<file path="src/rtl/player_ctrl.sv">
// -----------------------------------------------------------------------------
// player_ctrl
//
// Player motion and animation controller. Converts held direction keys into
// the player's logical-screen position and sprite-sheet frame index. Motion is
// evaluated once per internal move tick, clamped to the 320x240 playfield, and
// the player is respawned every time a stage state is entered.
//
// Ports:
//   clk           system clock
//   rst           asynchronous, active-high reset
//   state [3:0]   game state (TITLE=0 .. FAIL=8; STAGE1/2/3 = 2/4/6 are active)
//   key_up        held-level direction keys, already synchronous to clk
//   key_down
//   key_left
//   key_right
//   player_x [8:0]      sprite left edge, 0..X_MAX
//   player_y [8:0]      sprite top edge, 0..Y_MAX
//   player_state [3:0]  {dir[1:0], frame[1:0]}; dir 0=down 1=up 2=left 3=right
// -----------------------------------------------------------------------------
module player_ctrl #(
    parameter int CLK_DIV    = 1666666,  // clocks per move tick, >= 2
    parameter int STEP       = 1,        // pixels per move tick
    parameter int ANIM_TICKS = 8,        // move ticks per walk-frame advance
    parameter int X_MAX      = 310,
    parameter int Y_MAX      = 230,
    parameter int SPAWN_X    = 10,
    parameter int SPAWN_Y    = 110
) (
    input  logic       clk,
    input  logic       rst,
    input  logic [3:0] state,
    input  logic       key_up,
    input  logic       key_down,
    input  logic       key_left,
    input  logic       key_right,
    output logic [8:0] player_x,
    output logic [8:0] player_y,
    output logic [3:0] player_state
);

    // Facing direction, encoded the way the sprite sheet orders its rows.
    typedef enum logic [1:0] {
        DIR_DOWN  = 2'd0,
        DIR_UP    = 2'd1,
        DIR_LEFT  = 2'd2,
        DIR_RIGHT = 2'd3
    } dir_e;

    // Only the three stage states allow movement.
    localparam logic [3:0] ST_STAGE1 = 4'd2;
    localparam logic [3:0] ST_STAGE2 = 4'd4;
    localparam logic [3:0] ST_STAGE3 = 4'd6;

    localparam int TW = (CLK_DIV > 1) ? $clog2(CLK_DIV) : 1;
    localparam int AW = (ANIM_TICKS > 1) ? $clog2(ANIM_TICKS) : 1;

    localparam logic [TW-1:0] TICK_LAST = TW'(CLK_DIV - 1);
    localparam logic [AW-1:0] ANIM_LAST = AW'(ANIM_TICKS - 1);

    // Position arithmetic runs at 10 bits so a step past 511 cannot wrap
    // before the clamp is applied.
    localparam logic [9:0] STEP_W  = 10'(STEP);
    localparam logic [8:0] STEP_N  = 9'(STEP);
    localparam logic [9:0] X_MAX_W = 10'(X_MAX);
    localparam logic [9:0] Y_MAX_W = 10'(Y_MAX);
    localparam logic [8:0] X_MAX_N = 9'(X_MAX);
    localparam logic [8:0] Y_MAX_N = 9'(Y_MAX);
    localparam logic [8:0] SPAWN_X_N = 9'(SPAWN_X);
    localparam logic [8:0] SPAWN_Y_N = 9'(SPAWN_Y);

    // ------------------------------------------------------------------
    // State registers and their next values
    // ------------------------------------------------------------------
    logic [TW-1:0] tick_cnt, tick_cnt_next;
    logic [AW-1:0] anim_cnt, anim_cnt_next;
    dir_e          dir, dir_next;
    logic [1:0]    frame, frame_next;
    logic [3:0]    prev_state;
    logic [8:0]    pos_x, pos_x_next;
    logic [8:0]    pos_y, pos_y_next;

    // ------------------------------------------------------------------
    // Decode
    // ------------------------------------------------------------------
    logic tick;
    logic active;
    logic entry;
    logic any_key;

    assign tick    = (tick_cnt == TICK_LAST);
    assign active  = (state == ST_STAGE1) || (state == ST_STAGE2) ||
                     (state == ST_STAGE3);
    // A change into an active state is an entry, including a return to the
    // same stage via any non-stage state.
    assign entry   = active && (state != prev_state);
    assign any_key = key_up | key_down | key_left | key_right;

    // ------------------------------------------------------------------
    // Clamped single-step candidates for each direction
    // ------------------------------------------------------------------
    logic [9:0] x_sum, y_sum;
    logic [8:0] x_left, x_right, y_up, y_down;

    assign x_sum   = {1'b0, pos_x} + STEP_W;
    assign y_sum   = {1'b0, pos_y} + STEP_W;
    assign x_left  = ({1'b0, pos_x} < STEP_W) ? 9'd0 : (pos_x - STEP_N);
    assign y_up    = ({1'b0, pos_y} < STEP_W) ? 9'd0 : (pos_y - STEP_N);
    assign x_right = (x_sum > X_MAX_W) ? X_MAX_N : x_sum[8:0];
    assign y_down  = (y_sum > Y_MAX_W) ? Y_MAX_N : y_sum[8:0];

    // ------------------------------------------------------------------
    // Next-state logic
    // ------------------------------------------------------------------
    always_comb begin
        // NOTE: every signal gets a default before any branch, so no path
        // leaves a value unassigned and no latch is inferred.
        tick_cnt_next = tick ? '0 : (tick_cnt + TW'(1));
        anim_cnt_next = anim_cnt;
        dir_next      = dir;
        frame_next    = frame;
        pos_x_next    = pos_x;
        pos_y_next    = pos_y;

        if (entry) begin
            // Entry wins over a coincident tick and realigns the tick phase.
            tick_cnt_next = '0;
            anim_cnt_next = '0;
            dir_next      = DIR_DOWN;
            frame_next    = 2'd0;
            pos_x_next    = SPAWN_X_N;
            pos_y_next    = SPAWN_Y_N;
        end else if (active && tick) begin
            if (any_key) begin
                // Single winner, up > down > left > right. Direction still
                // updates when the player is pinned against a wall.
                if (key_up) begin
                    pos_y_next = y_up;
                    dir_next   = DIR_UP;
                end else if (key_down) begin
                    pos_y_next = y_down;
                    dir_next   = DIR_DOWN;
                end else if (key_left) begin
                    pos_x_next = x_left;
                    dir_next   = DIR_LEFT;
                end else begin
                    pos_x_next = x_right;
                    dir_next   = DIR_RIGHT;
                end

                if (anim_cnt == ANIM_LAST) begin
                    anim_cnt_next = '0;
                    frame_next    = frame + 2'd1;
                end else begin
                    anim_cnt_next = anim_cnt + AW'(1);
                end
            end else begin
                // Standing still shows the idle frame but keeps facing.
                anim_cnt_next = '0;
                frame_next    = 2'd0;
            end
        end
    end

    // ------------------------------------------------------------------
    // Registers
    // ------------------------------------------------------------------
    always_ff @(posedge clk or posedge rst) begin
        if (rst) begin
            tick_cnt   <= '0;
            anim_cnt   <= '0;
            dir        <= DIR_DOWN;
            frame      <= 2'd0;
            prev_state <= 4'd0;
            pos_x      <= SPAWN_X_N;
            pos_y      <= SPAWN_Y_N;
        end else begin
            // NOTE: non-blocking assignments so every register samples the
            // pre-edge values, independent of statement order.
            tick_cnt   <= tick_cnt_next;
            anim_cnt   <= anim_cnt_next;
            dir        <= dir_next;
            frame      <= frame_next;
            prev_state <= state;
            pos_x      <= pos_x_next;
            pos_y      <= pos_y_next;
        end
    end

    // ------------------------------------------------------------------
    // Outputs (direct register taps)
    // ------------------------------------------------------------------
    assign player_x     = pos_x;
    assign player_y     = pos_y;
    assign player_state = {dir, frame};

endmodule
</file>
<file path="config.mk">
export PLATFORM = sky130hd
export DESIGN_NAME = player_ctrl
export DESIGN_NICKNAME = d
export VERILOG_FILES = /design/src/rtl/player_ctrl.sv
export SDC_FILE = /design/constraint.sdc
export NUM_CORES = 1
export LEC_CHECK = 0
export BUFFER_PORTS_ARGS = -buffer_cell sky130_fd_sc_hd__buf_2
export CAP_MARGIN = 40
export CORE_AREA = 10 10 86 88
export CTS_CLUSTER_DIAMETER = 150
export DETAILED_ROUTE_END_ITERATION = 10
export DIE_AREA = 0 0 96 98
export GPL_TIMING_DRIVEN = 0
export PLACE_DENSITY = 0.85
export SYNTH_ARGS = -nofsm -noshare
export SYNTH_HDL_FRONTEND = slang
export SYNTH_SLANG_ARGS = --single-unit
</file>
<file path="constraint.sdc">
create_clock -name clk -period 6.25 [get_ports clk]
set_input_delay 1.5625 -clock clk [delete_from_list [all_inputs] [get_ports clk]]
set_output_delay 1.5625 -clock clk [all_outputs]
set_load 0.02 [all_outputs]
</file>
# After elaboration in Yosys (flattened, before gate mapping)
# Index checks and enable logic that the tools add are counted.
word_totals:
  regBits: 50
  input_bits: 10
  wordCells: 72
classes:
  n_eq_ne: 9
  addsub: 7
  order_cmp: 4
  muxes: 31
  reduce_logical: 11
  bitwise: 3
ops:
  columns: ["operator", "count"]
  rows:
  - ["9-bit two-way mux", 15]
  - ["21-bit two-way mux", 2]
  - ["21-bit by 1-bit adder with 21-bit output (second input constant)", 1]
  - ["21-bit == test (second input constant)", 1]
  - ["9-bit by 1-bit adder with 10-bit output (second input constant)", 2]
  - ["9-bit by 1-bit < comparator with 1-bit output (second input constant)", 2]
  - ["2-bit two-way mux", 9]
  - ["9-bit by 1-bit subtractor with 9-bit output (second input constant)", 2]
  - ["3-bit two-way mux", 4]
  - ["10-bit by 8-bit > comparator with 1-bit output (second input constant)", 1]
  - ["10-bit by 9-bit > comparator with 1-bit output (second input constant)", 1]
  - ["4-bit by 3-bit == test with 1-bit output (second input constant)", 2]
  - ["4-bit by 2-bit == test with 1-bit output (second input constant)", 1]
  - ["2-bit by 1-bit != test with 1-bit output (second input constant)", 2]
  - ["4-bit != test", 1]
  - ["2-bit AND reduction", 2]
  - ["4-bit AND reduction", 1]
  - ["2-bit nonzero test", 2]
  - ["3-bit by 1-bit adder with 3-bit output (second input constant)", 1]
  - ["3-bit == test (second input constant)", 1]
  - ["3-bit by 2-bit != test with 1-bit output (second input constant)", 1]
  - ["1-bit bitwise OR", 3]
  - ["3-bit AND reduction", 1]
  - ["3-bit nonzero test", 1]
  - ["other kinds (4)", 6]

# Depth between registers and ports, before layout
depth:
  ltp_word: 9
  depth_mapped: 10
  mapped_depth_nobuf: 8

# Worst setup path after synthesis
# No wires, ideal clock.
synth_timing:
  path_kind: "in2reg"
  start: "input port state[0]"
  end: "register pos_x[2], in the netlist player_x[2]"
  stages: 7
  arrival_ns: 3.147
  n_path_buf: 1
  setup_time_ns: 0.078
  slack_ns: 3.025
  cell_sequence: "nor2_1 o21ai_0 or3_1 clkbuf_1 or4b_1 o22ai_1 o2bb2ai_1"
synth_between:
  elab_chain_len: 6
  word_cells_on_any_way: 14
  classes_between: "eq/ne: 6; mux: 1; reduce/logical: 7"
synth_rtl:
  columns: ["item", "line_no", "source"]
  rows:
  - ["start, declared", "32", "input logic [3:0] state,"]
  - ["4-bit by 2-bit == test with 1-bit output / 4-bit by 3-bit == test with 1-bit output (equally long branches)", "92", "assign active = (state == ST_STAGE1) || (state == ST_STAGE2) ||"]
  - ["1-bit logical OR (2 in a row)", "92", null]
  - ["1-bit logical AND, on equally long branches", "96, 133", null]
  - ["2-bit by 1-bit != test with 1-bit output (no source line) / 2-bit nonzero test (equally long branches)", null, null]
  - ["4-bit AND reduction (no source line)", null, null]
  - ["end signal, assigned", "185", "pos_x <= pos_x_next;"]
  - ["end, declared", "80", "logic [8:0] pos_x, pos_x_next;"]
# Parallel ways exist; a longest one is shown, timed or not.
# A chain may end at the register's enable or synchronous reset.

# Worst setup path after layout
layout_timing:
  start: "input port state[0]"
  end: "register dir[0]"
layout_between:
  elab_chain_len: 6
  word_cells_on_any_way: 12
  classes_between: "eq/ne: 4; mux: 1; reduce/logical: 7"
layout_rtl:
  columns: ["item", "line_no", "source"]
  rows:
  - ["4-bit by 2-bit == test with 1-bit output / 4-bit by 3-bit == test with 1-bit output (equally long branches)", "92", null]
  - ["1-bit logical OR (2 in a row)", "92", null]
  - ["1-bit logical AND, on equally long branches", "96, 133", null]
  - ["2-bit nonzero test (no source line)", null, null]
  - ["2-bit AND reduction (no source line)", null, null]
  - ["end signal, assigned", "182", "dir <= dir_next;"]
  - ["end, declared", "77", "dir_e dir, dir_next;"]
# Parallel ways exist; a longest one is shown, timed or not.

==> flow_summary.yaml <==
global_route:
  grt_max_degree: 40
  grt_overflow: 0
  grt_use_total: 0.206
  initial_antenna_violation_count: 0
  number_of_global_route_vias_before_repair: 3362
  grt_pass1_wl_um: 15900
setup_path:
  r2r.worst_path.cells: 8
  worstPathMaxFanout: 10
  critPathTopFamily: "buffers and inverters"
  path_common_cell: "sky130_fd_sc_hd__clkbuf_1"
  cp_class: "input port to flip-flop"
  r2r-end: "player_y[0]"
  rr_startpoint: "player_y[0]"
  timing.critical_path.to_type: "flip-flop"
  setup.worst_path.start_class: "input port"
  cp_data_required_time_ps: 6440
  path_buf_inv: 4
  cpMaxStageDelayCell: "sky130_fd_sc_hd__clkbuf_1"
  timing.critical_path.slowest_cell_delay_ps: 510
  critPathArrivalTime_ps: 3830
  critical_path_cell_by_cell: "buf_2, nor2_1, o21ai_0, nor2_1, clkbuf_1, clkbuf_1, clkbuf_1, nor3_1"
  reg2reg_slack_ps: 3320
yosys:
  synth-main-ff-cell: "sky130_fd_sc_hd__dfrtp_1"
  ys_warn_count: 0
  synth_enable_flop_cells: 0
  synth_top_family_by_area: "simple AND/OR/NAND/NOR gates"
  synth.top_cells.by_area: "sky130_fd_sc_hd__dfrtp_1 (30%), sky130_fd_sc_hd__nor2_1 (5.4%), sky130_fd_sc_hd__dfstp_2 (5.1%)"
  syn-cell-area_um2: 3630
  yosysUniqueCellTypes: 68
  postSynthCellCount: 439
  postSynthRegisterBits: 50
  post-synth-top-area-fraction: 0.296
  synth_xor_area_frac: 0.0651
  avgSynthCellArea_um2: 8.28
  synth-compound-area-share: 0.191
  post_synth_fa_ha_maj_area_fraction: 0.0344
  synthArstFlopShare: 1.00
  synth_top_area_cell: "sky130_fd_sc_hd__dfrtp_1"
  post_synthesis_share_of_cell_area_spent_on_and_or_nand_and_nor_gates: 0.303
  synth.net_count: 459
  synth.area.mux_share: 0.00310
  synth-seq-area-share: 0.347
route:
  drt.antenna.violating_nets: 0
  via_count: 3585
  drt_pass1_iterations: 5
  wl_per_cell_um: 17.3
  detailed_router_s_first_iteration_violation_count: 292
  drt_drc_violations_left: 0
  post_drt_via_cell_ratio: 6.44
  routed_wire_length_um: 9650
worst_hold_path:
  whs_path_depth: 1
  holdPathEnd: "tick_cnt[0]"
  hp-start: "tick_cnt[0]"
  hp_class: "flip-flop to flip-flop"
placed_design:
  numPlacedInstances: 548
  gp_congestion: 0.923
  place_hpwl_um: 6960
  dpl-instance-area_um2: 3920
  io_buffer_count: 31
timing:
  period_needed_ps: 3640
  maxSlewViolCount: 0
  clock_skew_ps: 16.0
  worst_slew_pin_slew_ps: 833
  setup-violations-final: 0
  setup_tns_ps: 0
  hold_violations: 0
  slew-limit-headroom: 0.440
  max_freq_mhz: 275
  layout_worst_path_cycle_share: 0.582
  rsz_0062_raised_after_global_routing: "no"
final_layout:
  post_layout_inst_area_um2: 4040
  final_nets: 501
  post_route_cells_drive_above_1_share: 0.139
  final_cell_mix: "sky130_fd_sc_hd__nor2_1 (52), sky130_fd_sc_hd__dfrtp_1 (43), sky130_fd_sc_hd__buf_2 (33)"
  area_delta_synth_final_pct: 11.2
  stdcell_count: 557
  final_common_cell: "sky130_fd_sc_hd__nor2_1"
  antenna_cell_count: 0
clock_network:
  cts_buffers: 5
  cts_tree: "yes"
  clock_sinks: 50
  cts.clk_slew.worst_paths_ps: 100
  max_h_tree_level: 2
  cts_repair_resize_count: 0
  clock-root-buffer: "sky130_fd_sc_hd__clkbuf_8"
  cts_max_path_buffers: 2
  postCtsSetupBuffers: 0
  clock_insertion_delay_worst_skew_ps: 330
  cts-hold-fix-buffers: 0
power_and_ir_drop:
  power_density_nw_per_um2: 177
  vdd.ir_drop.worst_uv: 119
  cellLeakagePower_nw: 1.61
floorplan:
  initial_utilization: 0.632
  fp.coreArea_um2: 5750
  die_x_um: 96
  die_area_um2: 9410
  io_count: 32
  floorplan.die.height_um: 98
  std_cell_rows: 28
job:
  max-cap-violations: 0
outcome:
  outcome: "finished, final reports clean"
## flip-flops by register name (all words and copies together) (netlist names)
signal and cells:
anim_cnt 3, dir 2, frame 2, player_x 9
player_y 9, prev_state 4, tick_cnt 21
## area by class of cell
class	count	area, µm²
Buffer	31	141
Clock buffer	5	68.8
Clock inverter	3	47.5
Fill cell	469	1710
Inverter	17	63.8
Multi-Input combinational cell	341	2170
Sequential cell	50	1260
Tap cell	75	93.8
Timing Repair Buffer	35	195
## metrics by stage
| stage | util | power [mW] | setup WS, ps | hold WS [ps] |
|---|---|---|---|---|
| after floorplan | - | 0.437 | 3020 | 481 |
| after global placement | 0.676 | 0.464 | 2220 | 499 |
| after detailed placement | 0.682 | 0.470 | 2290 | 516 |
| after CTS | 0.702 | 0.715 | 2630 | 532 |
| after global routing | 0.703 | 0.745 | 2420 | 566 |
| final | 0.703 | 0.713 | 2610 | 522 |
## synthesized netlist by cell type, types with 4 or more instances
| master | number |
|---|---|
| sky130_fd_sc_hd__nand4_1 | 13 |
| sky130_fd_sc_hd__xnor2_1 | 15 |
| sky130_fd_sc_hd__o31ai_1 | 6 |
| sky130_fd_sc_hd__nor3_1 | 17 |
| sky130_fd_sc_hd__nand2_1 | 27 |
| sky130_fd_sc_hd__a221oi_1 | 4 |
| sky130_fd_sc_hd__dfrtp_1 | 43 |
| sky130_fd_sc_hd__nand3_1 | 19 |
| sky130_fd_sc_hd__o21ai_0 | 31 |
| sky130_fd_sc_hd__ha_1 | 10 |
| sky130_fd_sc_hd__and2_1 | 6 |
| sky130_fd_sc_hd__dfstp_2 | 7 |
| sky130_fd_sc_hd__or3_1 | 9 |
| sky130_fd_sc_hd__inv_1 | 17 |
| sky130_fd_sc_hd__a21oi_1 | 19 |
| sky130_fd_sc_hd__nor2_1 | 52 |
| sky130_fd_sc_hd__clkbuf_1 | 25 |
| sky130_fd_sc_hd__o22ai_1 | 5 |
| sky130_fd_sc_hd__a21o_1 | 4 |
| sky130_fd_sc_hd__nor4b_1 | 5 |
| sky130_fd_sc_hd__and3_1 | 6 |
| sky130_fd_sc_hd__xor2_1 | 12 |
| sky130_fd_sc_hd__a22oi_1 | 4 |
| sky130_fd_sc_hd__nor4_1 | 13 |
## where the power goes
part | switching (mW) | internal (mW) | leakage [nW]
Sequential | 0.0170 | 0.341 | 0.659
Clock | 0.124 | 0.122 | 0.0591
Combinational | 0.0704 | 0.0385 | 0.895
Total | 0.212 | 0.502 | 1.61
## worst max-delay path by stage
stage | from | to | slack [ps] | cells after the start
2_1_floorplan | state[0] | player_x[2] | 3020 | 7
3_3_place_gp | key_down | player_x[4] | 2220 | 7
3_5_place_dp | state[0] | dir[0] | 2290 | 8
4_1_cts | state[0] | dir[0] | 2630 | 8
5_1_grt | state[0] | dir[0] | 2420 | 8
6_report | state[0] | dir[0] | 2610 | 8
## metal layers
layer / up-vias / wire [µm] / global-route usage
li1: 1705 / - / -
met5: - / 0 / 0
met4: 0 / 199 / 0.0738
met1: 1715 / 4060 / 0.268
met2: 143 / 4660 / 0.324
met3: 22 / 735 / 0.0436
## kinds of logic after synthesis
logic type                 Yosys count
buffers and inverters               48
and+or+nand+nor                    200
DFF                                 50
adders and majority gates           10
AOI/OAI and AO/OA                  103
xor gates and xnor gates            27
muxes                                1
No activity file was read; power rests on OpenSTA's default activity.
